**src/rtl/alu_sequencer.sv**
```systemverilog
// Operation sequencer around one shared 16-bit combinational ALU: single-cycle
// ALU ops, plus an unsigned shift-add multiply that reuses the ALU adder.

module alu_sequencer_alu #(
  parameter int WIDTH = 16
) (
  input  logic [WIDTH-1:0] a,
  input  logic [WIDTH-1:0] b,
  input  logic [2:0]       f,
  output logic [WIDTH-1:0] y,
  output logic             carry,
  output logic             overflow
);

  localparam logic [2:0] F_AND = 3'b000;
  localparam logic [2:0] F_OR  = 3'b001;
  localparam logic [2:0] F_ADD = 3'b010;
  localparam logic [2:0] F_XOR = 3'b100;
  localparam logic [2:0] F_NOR = 3'b101;
  localparam logic [2:0] F_SUB = 3'b110;
  localparam logic [2:0] F_SLT = 3'b111;

  logic [WIDTH:0] sum_ext;
  logic [WIDTH:0] diff_ext;
  logic           add_ovf;
  logic           sub_ovf;

  assign sum_ext  = {1'b0, a} + {1'b0, b};
  assign diff_ext = {1'b0, a} - {1'b0, b};
  assign add_ovf  = (a[WIDTH-1] == b[WIDTH-1]) && (sum_ext[WIDTH-1] != a[WIDTH-1]);
  assign sub_ovf  = (a[WIDTH-1] != b[WIDTH-1]) && (diff_ext[WIDTH-1] != a[WIDTH-1]);

  always_comb begin
    y        = '0;
    carry    = 1'b0;
    overflow = 1'b0;
    case (f)
      F_AND: y = a & b;
      F_OR:  y = a | b;
      F_XOR: y = a ^ b;
      F_NOR: y = ~(a | b);
      F_ADD: begin
        y        = sum_ext[WIDTH-1:0];
        carry    = sum_ext[WIDTH];
        overflow = add_ovf;
      end
      F_SUB: begin
        y        = diff_ext[WIDTH-1:0];
        carry    = diff_ext[WIDTH];
        overflow = sub_ovf;
      end
      F_SLT: begin
        // Raw sign of a-b, not corrected for overflow.
        y        = {{(WIDTH-1){1'b0}}, diff_ext[WIDTH-1]};
        carry    = diff_ext[WIDTH];
        overflow = sub_ovf;
      end
      default: y = '0;
    endcase
  end

endmodule

module alu_sequencer #(
  parameter int WIDTH = 16,
  parameter int CNTW  = 5
) (
  input  logic             clk,
  input  logic             reset,
  input  logic             start,
  input  logic [3:0]       op,
  input  logic [WIDTH-1:0] a,
  input  logic [WIDTH-1:0] b,
  output logic             busy,
  output logic             done,
  output logic [WIDTH-1:0] result,
  output logic             zero,
  output logic             carry,
  output logic             overflow,
  output logic             err
);

  // state | meaning
  // IDLE  | waiting for start; done may be high here for one cycle
  // EXEC  | one-cycle ALU op (or illegal op) on captured operands
  // MUL   | WIDTH-cycle shift-add multiply using the ALU adder
  localparam logic [1:0] ST_IDLE = 2'd0;
  localparam logic [1:0] ST_EXEC = 2'd1;
  localparam logic [1:0] ST_MUL  = 2'd2;

  localparam logic [3:0] OP_MUL   = 4'b1000;
  localparam logic [2:0] F_ADD    = 3'b010;
  localparam logic [2:0] F_UNUSED = 3'b011;
  localparam logic [CNTW-1:0] CNT_LAST = CNTW'(WIDTH - 1);

  logic [1:0]       state_q,   state_d;
  logic [WIDTH-1:0] a_q,       a_d;
  logic [WIDTH-1:0] b_q,       b_d;
  logic [2:0]       f_q,       f_d;
  logic             ill_q,     ill_d;
  logic [WIDTH-1:0] acc_q,     acc_d;
  logic [WIDTH-1:0] mcand_q,   mcand_d;
  logic [WIDTH-1:0] mplier_q,  mplier_d;
  logic [CNTW-1:0]  cnt_q,     cnt_d;
  logic             csticky_q, csticky_d;
  logic [WIDTH-1:0] result_q,  result_d;
  logic             zero_q,    zero_d;
  logic             carry_q,   carry_d;
  logic             ovf_q,     ovf_d;
  logic             err_q,     err_d;
  logic             done_q,    done_d;

  logic [WIDTH-1:0] alu_a;
  logic [WIDTH-1:0] alu_b;
  logic [2:0]       alu_f;
  logic [WIDTH-1:0] alu_y;
  logic             alu_c;
  logic             alu_v;
  logic             op_illegal;
  logic [WIDTH-1:0] acc_next;
  logic             csticky_next;

  alu_sequencer_alu #(.WIDTH(WIDTH)) u_alu (
    .a        (alu_a),
    .b        (alu_b),
    .f        (alu_f),
    .y        (alu_y),
    .carry    (alu_c),
    .overflow (alu_v)
  );

  // The multiply loop borrows the ALU adder; otherwise the ALU sees captured operands.
  always_comb begin
    alu_a = a_q;
    alu_b = b_q;
    alu_f = f_q;
    if (state_q == ST_MUL) begin
      alu_a = acc_q;
      alu_b = mcand_q;
      alu_f = F_ADD;
    end
  end

  assign op_illegal   = op[3] ? (op != OP_MUL) : (op[2:0] == F_UNUSED);
  assign acc_next     = mplier_q[0] ? alu_y : acc_q;
  assign csticky_next = csticky_q | (mplier_q[0] & alu_c);

  always_comb begin
    state_d   = state_q;
    a_d       = a_q;
    b_d       = b_q;
    f_d       = f_q;
    ill_d     = ill_q;
    acc_d     = acc_q;
    mcand_d   = mcand_q;
    mplier_d  = mplier_q;
    cnt_d     = cnt_q;
    csticky_d = csticky_q;
    result_d  = result_q;
    zero_d    = zero_q;
    carry_d   = carry_q;
    ovf_d     = ovf_q;
    err_d     = err_q;
    done_d    = 1'b0;

    case (state_q)
      ST_IDLE: begin
        if (start) begin
          a_d   = a;
          b_d   = b;
          f_d   = op[2:0];
          ill_d = op_illegal;
          if (op == OP_MUL) begin
            state_d   = ST_MUL;
            acc_d     = '0;
            mcand_d   = a;
            mplier_d  = b;
            cnt_d     = '0;
            csticky_d = 1'b0;
          end else begin
            state_d = ST_EXEC;
          end
        end
      end

      ST_EXEC: begin
        state_d = ST_IDLE;
        done_d  = 1'b1;
        if (ill_q) begin
          result_d = '0;
          zero_d   = 1'b1;
          carry_d  = 1'b0;
          ovf_d    = 1'b0;
          err_d    = 1'b1;
        end else begin
          result_d = alu_y;
          zero_d   = (alu_y == '0);
          carry_d  = alu_c;
          ovf_d    = alu_v;
          err_d    = 1'b0;
        end
      end

      ST_MUL: begin
        acc_d     = acc_next;
        csticky_d = csticky_next;
        mcand_d   = mcand_q << 1;
        mplier_d  = mplier_q >> 1;
        cnt_d     = cnt_q + CNTW'(1);
        if (cnt_q == CNT_LAST) begin
          state_d  = ST_IDLE;
          done_d   = 1'b1;
          result_d = acc_next;
          zero_d   = (acc_next == '0);
          carry_d  = csticky_next;
          ovf_d    = 1'b0;
          err_d    = 1'b0;
        end
      end

      default: state_d = ST_IDLE;
    endcase
  end

  always_ff @(posedge clk or posedge reset) begin
    if (reset) begin
      state_q   <= ST_IDLE;
      a_q       <= '0;
      b_q       <= '0;
      f_q       <= '0;
      ill_q     <= 1'b0;
      acc_q     <= '0;
      mcand_q   <= '0;
      mplier_q  <= '0;
      cnt_q     <= '0;
      csticky_q <= 1'b0;
      result_q  <= '0;
      zero_q    <= 1'b0;
      carry_q   <= 1'b0;
      ovf_q     <= 1'b0;
      err_q     <= 1'b0;
      done_q    <= 1'b0;
    end else begin
      state_q   <= state_d;
      a_q       <= a_d;
      b_q       <= b_d;
      f_q       <= f_d;
      ill_q     <= ill_d;
      acc_q     <= acc_d;
      mcand_q   <= mcand_d;
      mplier_q  <= mplier_d;
      cnt_q     <= cnt_d;
      csticky_q <= csticky_d;
      result_q  <= result_d;
      zero_q    <= zero_d;
      carry_q   <= carry_d;
      ovf_q     <= ovf_d;
      err_q     <= err_d;
      done_q    <= done_d;
    end
  end

  assign busy     = (state_q != ST_IDLE);
  assign done     = done_q;
  assign result   = result_q;
  assign zero     = zero_q;
  assign carry    = carry_q;
  assign overflow = ovf_q;
  assign err      = err_q;

endmodule

```
**config.mk**
```make
export PLATFORM = sky130hd
export DESIGN_NAME = alu_sequencer
export DESIGN_NICKNAME = d
export VERILOG_FILES = /design/src/rtl/alu_sequencer.sv
export SDC_FILE = /design/constraint.sdc
export NUM_CORES = 1
export LEC_CHECK = 0
export ABC_CLOCK_PERIOD_IN_PS = 5100
export CAP_MARGIN = 20
export CORE_MARGIN = 5
export CORE_UTILIZATION = 54
export DETAILED_ROUTE_END_ITERATION = 6
export PLACE_DENSITY = 0.77
export SLEW_MARGIN = 20
export SYNTH_ARGS = -nofsm -noshare
export SYNTH_HDL_FRONTEND = slang
export SYNTH_SLANG_ARGS = --single-unit
```
**constraint.sdc**
```tcl
create_clock -name clk -period 5.1 [get_ports clk]
set_clock_uncertainty 0.05 [all_clocks]
set_input_delay 0.765 -clock clk [delete_from_list [all_inputs] [get_ports clk]]
set_output_delay 0.765 -clock clk [all_outputs]
set_load 0.01 [all_outputs]
```
==> reports/metrics.yaml, run 1 <==
status: "complete, no violations"
wirelength_um: 23600
post-cts-setup-buffers: 0
area_growth_pct: 15.4
yosysMostFrequentCell: "dfrtp_1"
stdcell_count: 1212
wl_per_cell_um: 19.5
synthesis.nets: 1055
pwr-share-clk_pct: 21.4
cp_num_buf_inv: 3
crit_required_ps: 5350
crit_family: "compound AO/OA/AOI/OAI gates"
die_h_um: 136
portBuffers: 60
endpoint_kind: "flip-flop"
die_x_um: 136
ys_seq_elements: 113
start_kind: "flip-flop"
leakagePower_nw: 4.19
clockBufferDepth: 2
synth_edf_count: 0
cts_tree: "done"
worstSetupPathType: "reg2reg"
antenna_found_initial: 0
peakVddDrop_uv: 341
antenna_cells: 0
rows: 45
grt_usage_pct: 26.0
crit_slowest_cell: "ha_4"
cts.reportedPaths.clkPinSlew_ps: 60
fp.dieArea_um2: 18400
grt_max_degree: 79
powerDensity_nw_per_um2: 547
p_seq_share_pct: 26.7
path_depth: 17
ys_seq_area_share_pct: 33.2
tns_ps: 0
hold_violations: 0
grt_pass1_wl_um: 37600
worst_slew_pin_slew_ps: 1030
vias_per_cell: 6.09
crit_top_cell: "inv_1"
root_buffer: "clkbuf_16"
ant_nets: 0
syn_area_per_cell_um2: 8.88
coreArea_um2: 15300
synth_common_cells: "dfrtp_1, nand2_1, nor2_1"
numCtsBuffers: 17
final_max_slew_viol_count: 0
io_pins: 61
hold_path.class: "reg2reg"
combPwrFrac_pct: 51.9
internal_power_w: 0.00303
dp.cells: 1181
finalSetupViolations: 0
netlist-cell-type-count: 84
synth_top_area_share_pct: 33.2
grt_pass1_vias: 7105
first_pass_iters: 5
nNetsFinal: 1086
layout_min_cycle_time_ps: 4700
hold_slack_ps: 416
finalCritPeriodShare_pct: 92.2
rr_worst_depth: 17
clkSinkCount: 113
critPathArrivalTime_ps: 4950
grt_overflow: 0
layout-drive-gt1-share_pct: 14.2
switching_share_pct: 43.5
clk_latency_ps: 420
cts_hold_buf: 0
whs_path_depth: 2
htreeDepth: 4
synthArstFlopShare_pct: 100
synth_top_area_cell: "dfrtp_1"
drtIter0Drc: 766
p_sw_w: 0.00234
place.gp.congestion: 0.981
initial_core_util_pct: 55.5
path_max_fanout: 36
dp_hpwl_um: 17100
path_cells: "inv_1, ha_4, mux2i_1, inv_1, ha_1, inv_1, fa_1, nand2b_1, a211o_1, a22oi_2, a41oi_1, a31o_2, mux2_2, o22ai_1, nor4_1, o21ai_1, nand3_1"
synth_area_leaders: "dfrtp_1, mux2_2, ha_1"
max-slew-margin-rel_pct: 31.4
cpPeakStageDelay_ps: 520
cts_resized: 0
drc: 0
netlist_instances: 958
yosysWarnings: 0
vias: 7381
drv_cap: 0
rsz0062_at_grt: "no"
netlist_area_um2: 8510
clock.fmax_mhz: 213
synth_flop_cell: "dfrtp_1"
## cell type report
| type | count | area, um2 |
|---|---|---|
| Multi-Input combinational cell | 728 | 5240 |
| Inverter | 54 | 205 |
| Tap cell | 211 | 264 |
| Timing Repair Buffer | 75 | 713 |
| Clock buffer | 18 | 439 |
| Clock inverter | 13 | 129 |
| Sequential cell | 113 | 2830 |
| Fill cell | 1293 | 5500 |
## power groups by stage
stage / registers [W] / logic, W / clock network (W)
5_1_grt: 0.00147 / 0.00305 / 0.00120
3_5_place_dp: 0.00144 / 0.00272 / 0
4_1_cts: 0.00143 / 0.00275 / 0.00116
2_1_floorplan: 0.00134 / 0.00203 / 0
3_3_place_gp: 0.00143 / 0.00269 / 0
6_report: 0.00143 / 0.00279 / 0.00115
## cells by family after synthesis
group,count (synthesis),synth area share [%]
flops,113,33.2
xor+xnor,22,2.27
buf+inv,117,5.55
simple gates,279,15.4
mux,113,14.3
fa+ha+maj,58,8.71
compound gates,256,20.6
## cells in the final DEF, fill, tap and decap left out, types with 6 or more instances in the layout
cell             count
dfrtp_1            113
nand2_1             94
nor2_1              86
o21ai_0             78
mux2_2              63
clkdlybuf4s50_1     60
ha_1                55
inv_1               53
mux2i_1             49
a21oi_1             46
xnor2_1             19
clkbuf_16           17
nor3_1              16
buf_4               15
a22o_1              13
a221oi_1            12
nor2b_1             11
nand2b_1            10
a211oi_1            10
nand3_1              9
or2_2                8
nor3b_1              8
o21a_1               7
o31ai_1              7
nor4_1               7
a21boi_0             7
a31oi_1              6
o221ai_1             6
a22oi_1              6
## final timing paths
kind / slack (ps) / to / start
worst min register to register: 420 / result[13] / result[13]
min in group asynchronous: 850 / b_q[15] / reset
max in group asynchronous: 3140 / result[12] / reset
worst max register to register: 400 / zero / state_q[0]
worst min-delay path: 420 / result[13] / result[13]
worst max-delay path: 400 / zero / state_q[0]
## state kept, by name (all words and copies together), names as in the netlist
| name | count |
|---|---|
| cnt_q | 5 |
| b_q | 16 |
| done | 1 |
| f_q | 3 |
| mcand_q | 16 |
| zero | 1 |
| state_q | 2 |
| err | 1 |
| a_q | 16 |
| csticky_q | 1 |
| acc_q | 16 |
| overflow | 1 |
| ill_q | 1 |
| mplier_q | 16 |
| carry | 1 |
| result | 16 |
## metrics by stage
step | utilization (%) | power [W] | worst slack (ps) | cell area (um2)
2_1_floorplan | - | 0.00337 | 194 | 8510
3_3_place_gp | 60.4 | 0.00411 | 607 | 9250
3_5_place_dp | 60.4 | 0.00416 | 469 | 9250
4_1_cts | 64.1 | 0.00534 | 453 | 9810
5_1_grt | 64.1 | 0.00572 | 164 | 9810
6_report | 64.1 | 0.00537 | 398 | 9810
## tightest hold or removal path, stage by stage, from the launching register on
cell     delay [ps]
dfrtp_1         340
nand2_1          50
nand2_1          50
## layer usage
layer | routed length [um] | GRT usage (%) | up-vias
li1 | - | - | 3486
met1 | 10400 | 35.7 | 3526
met2 | 10600 | 39.6 | 312
met3 | 1660 | 5.65 | 57
met4 | 902 | 11.4 | 0
met5 | 0 | 0 | -
Note: power is estimated with default switching activity, not from simulation.
==> run 2, diff against run 1 <==
--- a/config.mk
+++ b/config.mk
@@ -6,7 +6,7 @@
 export NUM_CORES = 1
 export LEC_CHECK = 0
 export ABC_CLOCK_PERIOD_IN_PS = 5100
-export CAP_MARGIN = 20
+export CAP_MARGIN = 15
 export CORE_MARGIN = 5
 export CORE_UTILIZATION = 54
 export DETAILED_ROUTE_END_ITERATION = 6
==> results of run 2 <==
Same layout as run 1: the final DEF is identical, and so are final timing and power.
